**src/rtl/banco_registros_param_if.sv**
```systemverilog
// Bus bundle for the parametrised register bank: two read ports, one
// byte-enabled write port and the clear-engine handshake.
interface banco_registros_param_if #(
    parameter int ADDR_W = 5,
    parameter int DATA_W = 32
);
    localparam int NB = DATA_W / 8;

    logic              clr_req;
    logic              busy;
    logic [ADDR_W-1:0] addr_rs1;
    logic [ADDR_W-1:0] addr_rs2;
    logic [ADDR_W-1:0] addr_rd;
    logic [DATA_W-1:0] data_in;
    logic              we;
    logic [NB-1:0]     be;
    logic [DATA_W-1:0] rs1;
    logic [DATA_W-1:0] rs2;

    modport master (
        output clr_req, addr_rs1, addr_rs2, addr_rd, data_in, we, be,
        input  busy, rs1, rs2
    );

    modport slave (
        input  clr_req, addr_rs1, addr_rs2, addr_rd, data_in, we, be,
        output busy, rs1, rs2
    );
endinterface

```
**src/rtl/banco_registros_param.sv**
```systemverilog
// Parametrised 2R/1W register bank with byte enables, optional zero register,
// optional write bypass, optional registered reads and a sequential clear engine.
module banco_registros_param #(
    parameter int ADDR_W   = 5,
    parameter int DATA_W   = 32,
    parameter int ZERO_REG = 1,
    parameter int BYPASS   = 1,
    parameter int READ_LAT = 0
) (
    input logic                    clk,
    input logic                    rst,
    banco_registros_param_if.slave bus
);
    localparam int DEPTH = 1 << ADDR_W;
    localparam int NB    = DATA_W / 8;

    typedef enum logic {IDLE, CLEAR} state_t;

    state_t            state;
    state_t            state_next;
    logic [ADDR_W-1:0] clr_idx;
    logic              busy;
    logic              wr_ok;
    logic [DATA_W-1:0] wr_mask;
    logic [DATA_W-1:0] raw1;
    logic [DATA_W-1:0] raw2;
    logic [DATA_W-1:0] mem [DEPTH];

    always_ff @(posedge clk or posedge rst) begin
        if (rst) begin
            state   <= IDLE;
            clr_idx <= '0;
        end else begin
            state <= state_next;
            if (state == CLEAR)
                clr_idx <= clr_idx + 1'b1;
            else
                clr_idx <= '0;
        end
    end

    always_comb begin
        state_next = state;
        case (state)
            IDLE:    if (bus.clr_req) state_next = CLEAR;
            CLEAR:   if (clr_idx == '1) state_next = IDLE;
            default: state_next = IDLE;
        endcase
    end

    always_comb begin
        busy = (state == CLEAR);
    end

    assign bus.busy = busy;

    always_comb begin
        wr_mask = '0;
        for (int k = 0; k < NB; k++)
            wr_mask[8*k +: 8] = {8{bus.be[k]}};
    end

    assign wr_ok = bus.we && !busy && (|bus.be) &&
                   !(ZERO_REG != 0 && bus.addr_rd == '0);

    // The clear sweep owns the array while busy, so user writes never collide with it.
    always_ff @(posedge clk or posedge rst) begin
        if (rst) begin
            for (int i = 0; i < DEPTH; i++)
                mem[i] <= '0;
        end else if (busy) begin
            mem[clr_idx] <= '0;
        end else if (wr_ok) begin
            mem[bus.addr_rd] <= (mem[bus.addr_rd] & ~wr_mask) | (bus.data_in & wr_mask);
        end
    end

    function automatic logic [DATA_W-1:0] read_mux(
        input logic [ADDR_W-1:0] a,
        input logic [DATA_W-1:0] entry,
        input logic              blocked,
        input logic              hit_wr,
        input logic [DATA_W-1:0] mask,
        input logic [DATA_W-1:0] wdata
    );
        if (ZERO_REG != 0 && a == '0)
            return '0;
        else if (blocked)
            return '0;
        else if (BYPASS != 0 && hit_wr)
            return (entry & ~mask) | (wdata & mask);
        else
            return entry;
    endfunction

    always_comb begin
        raw1 = read_mux(bus.addr_rs1, mem[bus.addr_rs1], busy,
                        wr_ok && (bus.addr_rs1 == bus.addr_rd), wr_mask, bus.data_in);
        raw2 = read_mux(bus.addr_rs2, mem[bus.addr_rs2], busy,
                        wr_ok && (bus.addr_rs2 == bus.addr_rd), wr_mask, bus.data_in);
    end

    generate
        if (READ_LAT != 0) begin : g_reg_read
            logic [DATA_W-1:0] rs1_q;
            logic [DATA_W-1:0] rs2_q;

            always_ff @(posedge clk or posedge rst) begin
                if (rst) begin
                    rs1_q <= '0;
                    rs2_q <= '0;
                end else begin
                    rs1_q <= raw1;
                    rs2_q <= raw2;
                end
            end

            assign bus.rs1 = rs1_q;
            assign bus.rs2 = rs2_q;
        end else begin : g_comb_read
            assign bus.rs1 = raw1;
            assign bus.rs2 = raw2;
        end
    endgenerate
endmodule

```
**src/flat_wrapper.sv**
```systemverilog
// flat-port wrapper written by rule: the top's interface ports become plain ports
module banco_registros_param_flat 
#(
    parameter int ADDR_W   = 5,
    parameter int DATA_W   = 32,
    parameter int ZERO_REG = 1,
    parameter int BYPASS   = 1,
    parameter int READ_LAT = 0
)
  (clk, rst, bus_clr_req, bus_addr_rs1, bus_addr_rs2, bus_addr_rd, bus_data_in, bus_we, bus_be, bus_busy, bus_rs1, bus_rs2);
  banco_registros_param_if #(.ADDR_W(ADDR_W), .DATA_W(DATA_W)) bus_i ();
  input logic clk;
  input logic rst;
  input wire logic [$bits(bus_i.clr_req)-1:0] bus_clr_req;
  input wire logic [$bits(bus_i.addr_rs1)-1:0] bus_addr_rs1;
  input wire logic [$bits(bus_i.addr_rs2)-1:0] bus_addr_rs2;
  input wire logic [$bits(bus_i.addr_rd)-1:0] bus_addr_rd;
  input wire logic [$bits(bus_i.data_in)-1:0] bus_data_in;
  input wire logic [$bits(bus_i.we)-1:0] bus_we;
  input wire logic [$bits(bus_i.be)-1:0] bus_be;
  output wire logic [$bits(bus_i.busy)-1:0] bus_busy;
  output wire logic [$bits(bus_i.rs1)-1:0] bus_rs1;
  output wire logic [$bits(bus_i.rs2)-1:0] bus_rs2;
  assign bus_i.clr_req = bus_clr_req;
  assign bus_i.addr_rs1 = bus_addr_rs1;
  assign bus_i.addr_rs2 = bus_addr_rs2;
  assign bus_i.addr_rd = bus_addr_rd;
  assign bus_i.data_in = bus_data_in;
  assign bus_i.we = bus_we;
  assign bus_i.be = bus_be;
  assign bus_busy = bus_i.busy;
  assign bus_rs1 = bus_i.rs1;
  assign bus_rs2 = bus_i.rs2;
  banco_registros_param #(.ADDR_W(ADDR_W), .DATA_W(DATA_W), .ZERO_REG(ZERO_REG), .BYPASS(BYPASS), .READ_LAT(READ_LAT)) u_core (.clk(clk), .rst(rst), .bus(bus_i));
endmodule
```
**config.mk**
```make
export PLATFORM = sky130hd
export DESIGN_NAME = banco_registros_param_flat
export DESIGN_NICKNAME = d
export VERILOG_FILES = /design/src/rtl/banco_registros_param_if.sv /design/src/rtl/banco_registros_param.sv /design/src/flat_wrapper.sv
export SDC_FILE = /design/constraint.sdc
export NUM_CORES = 2
export LEC_CHECK = 0
export ABC_AREA = 0
export CAP_MARGIN = 20
export CELL_PAD_IN_SITES_DETAIL_PLACEMENT = 1
export CELL_PAD_IN_SITES_GLOBAL_PLACEMENT = 2
export CORE_MARGIN = 2
export CORE_UTILIZATION = 45
export DETAILED_ROUTE_END_ITERATION = 10
export PLACE_DENSITY_LB_ADDON = 0.1
export SETUP_SLACK_MARGIN = 0.1
export SYNTH_ARGS = -nofsm -noshare
export SYNTH_HDL_FRONTEND = slang
export SYNTH_SLANG_ARGS = --single-unit
```
**constraint.sdc**
```tcl
create_clock -name clk -period 41.7 [get_ports clk]
set_clock_uncertainty 0.2 [all_clocks]
set_input_delay 4.17 -clock clk [delete_from_list [all_inputs] [get_ports clk]]
set_output_delay 4.17 -clock clk [all_outputs]
set_load 0.05 [all_outputs]
```
==> key figures <==
Global routing
  • Total grt overflow: 0
  • Initial antenna violation count: 34
  • First-pass GRT wire length: 467 mm
  • Largest net degree at the start of global routing: 157
  • Number of global-route vias before repair: 57100
  • Total track usage: 45.8%

Route
  • # DRC: 0
  • First drt pass iteration count: 6
  • Starting DRC count in detailed routing: 9821
  • DRT antenna net count: 0
  • Vias per cell: 8.17
  • Via count: 57300
  • Routed len/inst: 48.4 um
  • Final wirelength: 339 mm

Floorplan
  • Width of the die: 381 um
  • Die H: 381 um
  • Ports: 120
  • Row count: 138
  • Initial Utilization: 45.3%
  • Full die area: 146000 sq um
  • Core area: 141000 sq um

Run status
  • Status: finished clean

Timing
  • Unrepaired setup endpoints after global routing: no
  • Worst Max-Slew Pin Slew: 1.32 ns
  • Min Tclk post-route: 14.22 ns
  • Worst rel slew slack: 11.6%
  • Final setup fails: 0
  • Final Cycle Share: 34.1%
  • Final Max Tran Viols: 0
  • Final hold vios: 0
  • Fmax: 70.3 MHz
  • Setup TNS: 0 ns

Cells and area
  • Area Growth Syn to Fin: 11.0%
  • Core Util, Final: 50.3%
  • Nets: 5068
  • Most common cell after layout, fill and taps aside: dfrtp_1
  • Most frequent cells in the layout: 1030 x dfrtp_1, 841 x a22o_1, 554 x mux2i_1
  • Share of layout cells above drive strength 1: 23.7%
  • Fillers: 14100
  • Seq. cell area: 25800 sq um
  • Multi-input logic area: 35900 sq um

Setup path
  • Setup crit start kind: input port
  • Cells along the critical path: buf_8 -> buf_4 -> buf_4 -> buf_4 -> nand2_1 -> o22ai_1 -> o31ai_1 -> a211oi_1 -> a21oi_1 -> clkdlybuf4s50_1
  • Critical Path Sink Type: primary output
  • Worst EP required: 37.33 ns
  • Critical path class: input port to primary output
  • CP delay by family, top: buffers and inverters
  • Worst path bufs/invs: 5
  • Largest fanout on the critical path: 43
  • Setup crit start: bus_addr_rs2[1]
  • Critical Path Most Common Cell: buf_4
  • Slowest stage delay, CP: 0.82 ns
  • Reg2reg start: u_core.bus.busy
  • Crit-path slowest cell: nand2_1
  • Worst Path Arrival: 9.85 ns

CTS
  • Post-cts resize count: 0
  • Max Root-Sink Buffers: 3
  • Post-CTS setup buffer count: 0
  • H-tree lvl count: 4
  • CTS hold repair buffers: 0
  • CTS sink cnt: 1030
  • Worst-Skew Late Latency: 0.79 ns
  • Root Driver: clkbuf_16
  • CTS tree: done
  • Clock-pin slew on the worst setup and hold paths: 0.06 ns
  • Num CTS Buffers: 130

Place
  • Final HPWL DP: 186 mm
  • IO Port Bufs: 119
  • Final GP Congestion: 0.920

Logic synthesis
  • Commonest register cell after synthesis: dfrtp_1
  • Syn nets: 5260
  • EDFF count, synth: 0
  • Yosys cell types: 80
  • Post-synthesis async set-or-reset flop share: 100%
  • Synth Register Bits: 1030
  • Post-Syn Instances: 5200
  • Avg Synthesized Cell Area: 12.3 sq um
  • Mapped cell area: 64100 sq um
  • Seq/Total Area, Yosys: 40.2%
  • YS warnings: 0

Min path
  • Worst Hold Launch: u_core.mem[934]
  • Hold Path Class: flop to flop

Power
  • P_leak: 0.0301 uW
  • Pwr/cell area: 41.0 nW/um^2
  • VDD IR-drop max: 48.5 uV

Run
  • Maxcap violations: 0
synthesized netlist by cell type, drive strengths merged (27+ instances only):
master	number	area (sq um)
dfrtp	1030	25800
a21o	27	203
nand4	33	206
o21ai	115	576
o22ai	336	2150
a22o	841	7370
nor2b	33	206
a22oi	76	576
mux2i	554	5550
nand2	119	449
mux2	63	717
buf	301	1930
nand3	97	485
nor4	104	1000
mux4	483	10900
clkbuf	341	1290
a31oi	47	594
and2	42	263
a21oi	82	433
o221a	56	631
nor2	111	417
nor3	41	215
cells by family (layout without fill, tap and decap cells):
group           Yosys count  after routing  share of synthesized area [%]
fa+ha+maj                 5              5                         0.0976
simple gates            675            675                           6.26
compound gates         1719           1719                           21.4
buf+inv                 659            566                           5.11
xor+xnor                 12             12                          0.164
mux                    1100           1100                           26.7
other cells               0             14                              0
flops                  1030           1030                           40.2
stage by stage:
step / hold WS, ns / total power [uW] / setup WS [ns] / instance area, sq um / instances
after floorplan: 0.274 / 1460 / 8.34 / 64100 / 5200
after global placement: 0.300 / 1720 / 27.90 / 66800 / 6761
after detailed placement: 0.316 / 1730 / 27.83 / 66900 / 6764
after CTS: 0.326 / 2890 / 27.80 / 71100 / 6995
after global routing: 0.349 / 2970 / 27.76 / 71200 / 6999
final: 0.324 / 2920 / 27.48 / 71200 / 7011
power by group:
group | total, uW | internal (uW) | switching [uW]
Sequential | 1130 | 1060 | 71.2
Clock | 1170 | 685 | 490
Combinational | 617 | 190 | 427
Total | 2920 | 1930 | 989
worst register-to-register path, cell delays in order (launching register included):
cell and delay, ns:
dfrtp_1 0.49, buf_4 0.30, nor2b_2 0.19, buf_4 0.33
nand4_1 0.73, nor2_4 1.09, buf_4 0.63, o21ai_0 0.18
o221a_2 0.26
final timing paths:
path,endpoint,depth (start not counted),slack [ns]
max in group asynchronous,u_core.mem[182],6,33.71
worst min-delay path,u_core.mem[934],2,0.32
worst max-delay path,bus_rs2[30],10,27.48
worst max register to register,u_core.mem[354],8,37.19
min in group asynchronous,u_core.mem[564],2,3.77
worst min register to register,u_core.mem[934],2,0.32
registers in the layout, summed over array words and instances (netlist names):
register,flops
u_core.bus.busy,1
u_core.clr_idx,5
u_core.mem,1024
per-layer routing:
metal | GRT usage (%) | share of wire, %
met1 | 60.8 | 37
met2 | 61.8 | 41
met3 | 19.7 | 15
met4 | 27.2 | 6.9
met5 | 0.198 | 0.077
area by class of cell:
cell class | count | area share (%)
multi-input cells | 3511 | 50.4
flip-flops and latches | 1030 | 36.2
clock buffers | 197 | 5.44
repair buffers | 318 | 3.87
well taps | 1890 | 3.32
clock inverters | 34 | 0.594
inverters | 17 | 0.100
diodes | 14 | 0.0492
Note: power is estimated with default switching activity, not from simulation.
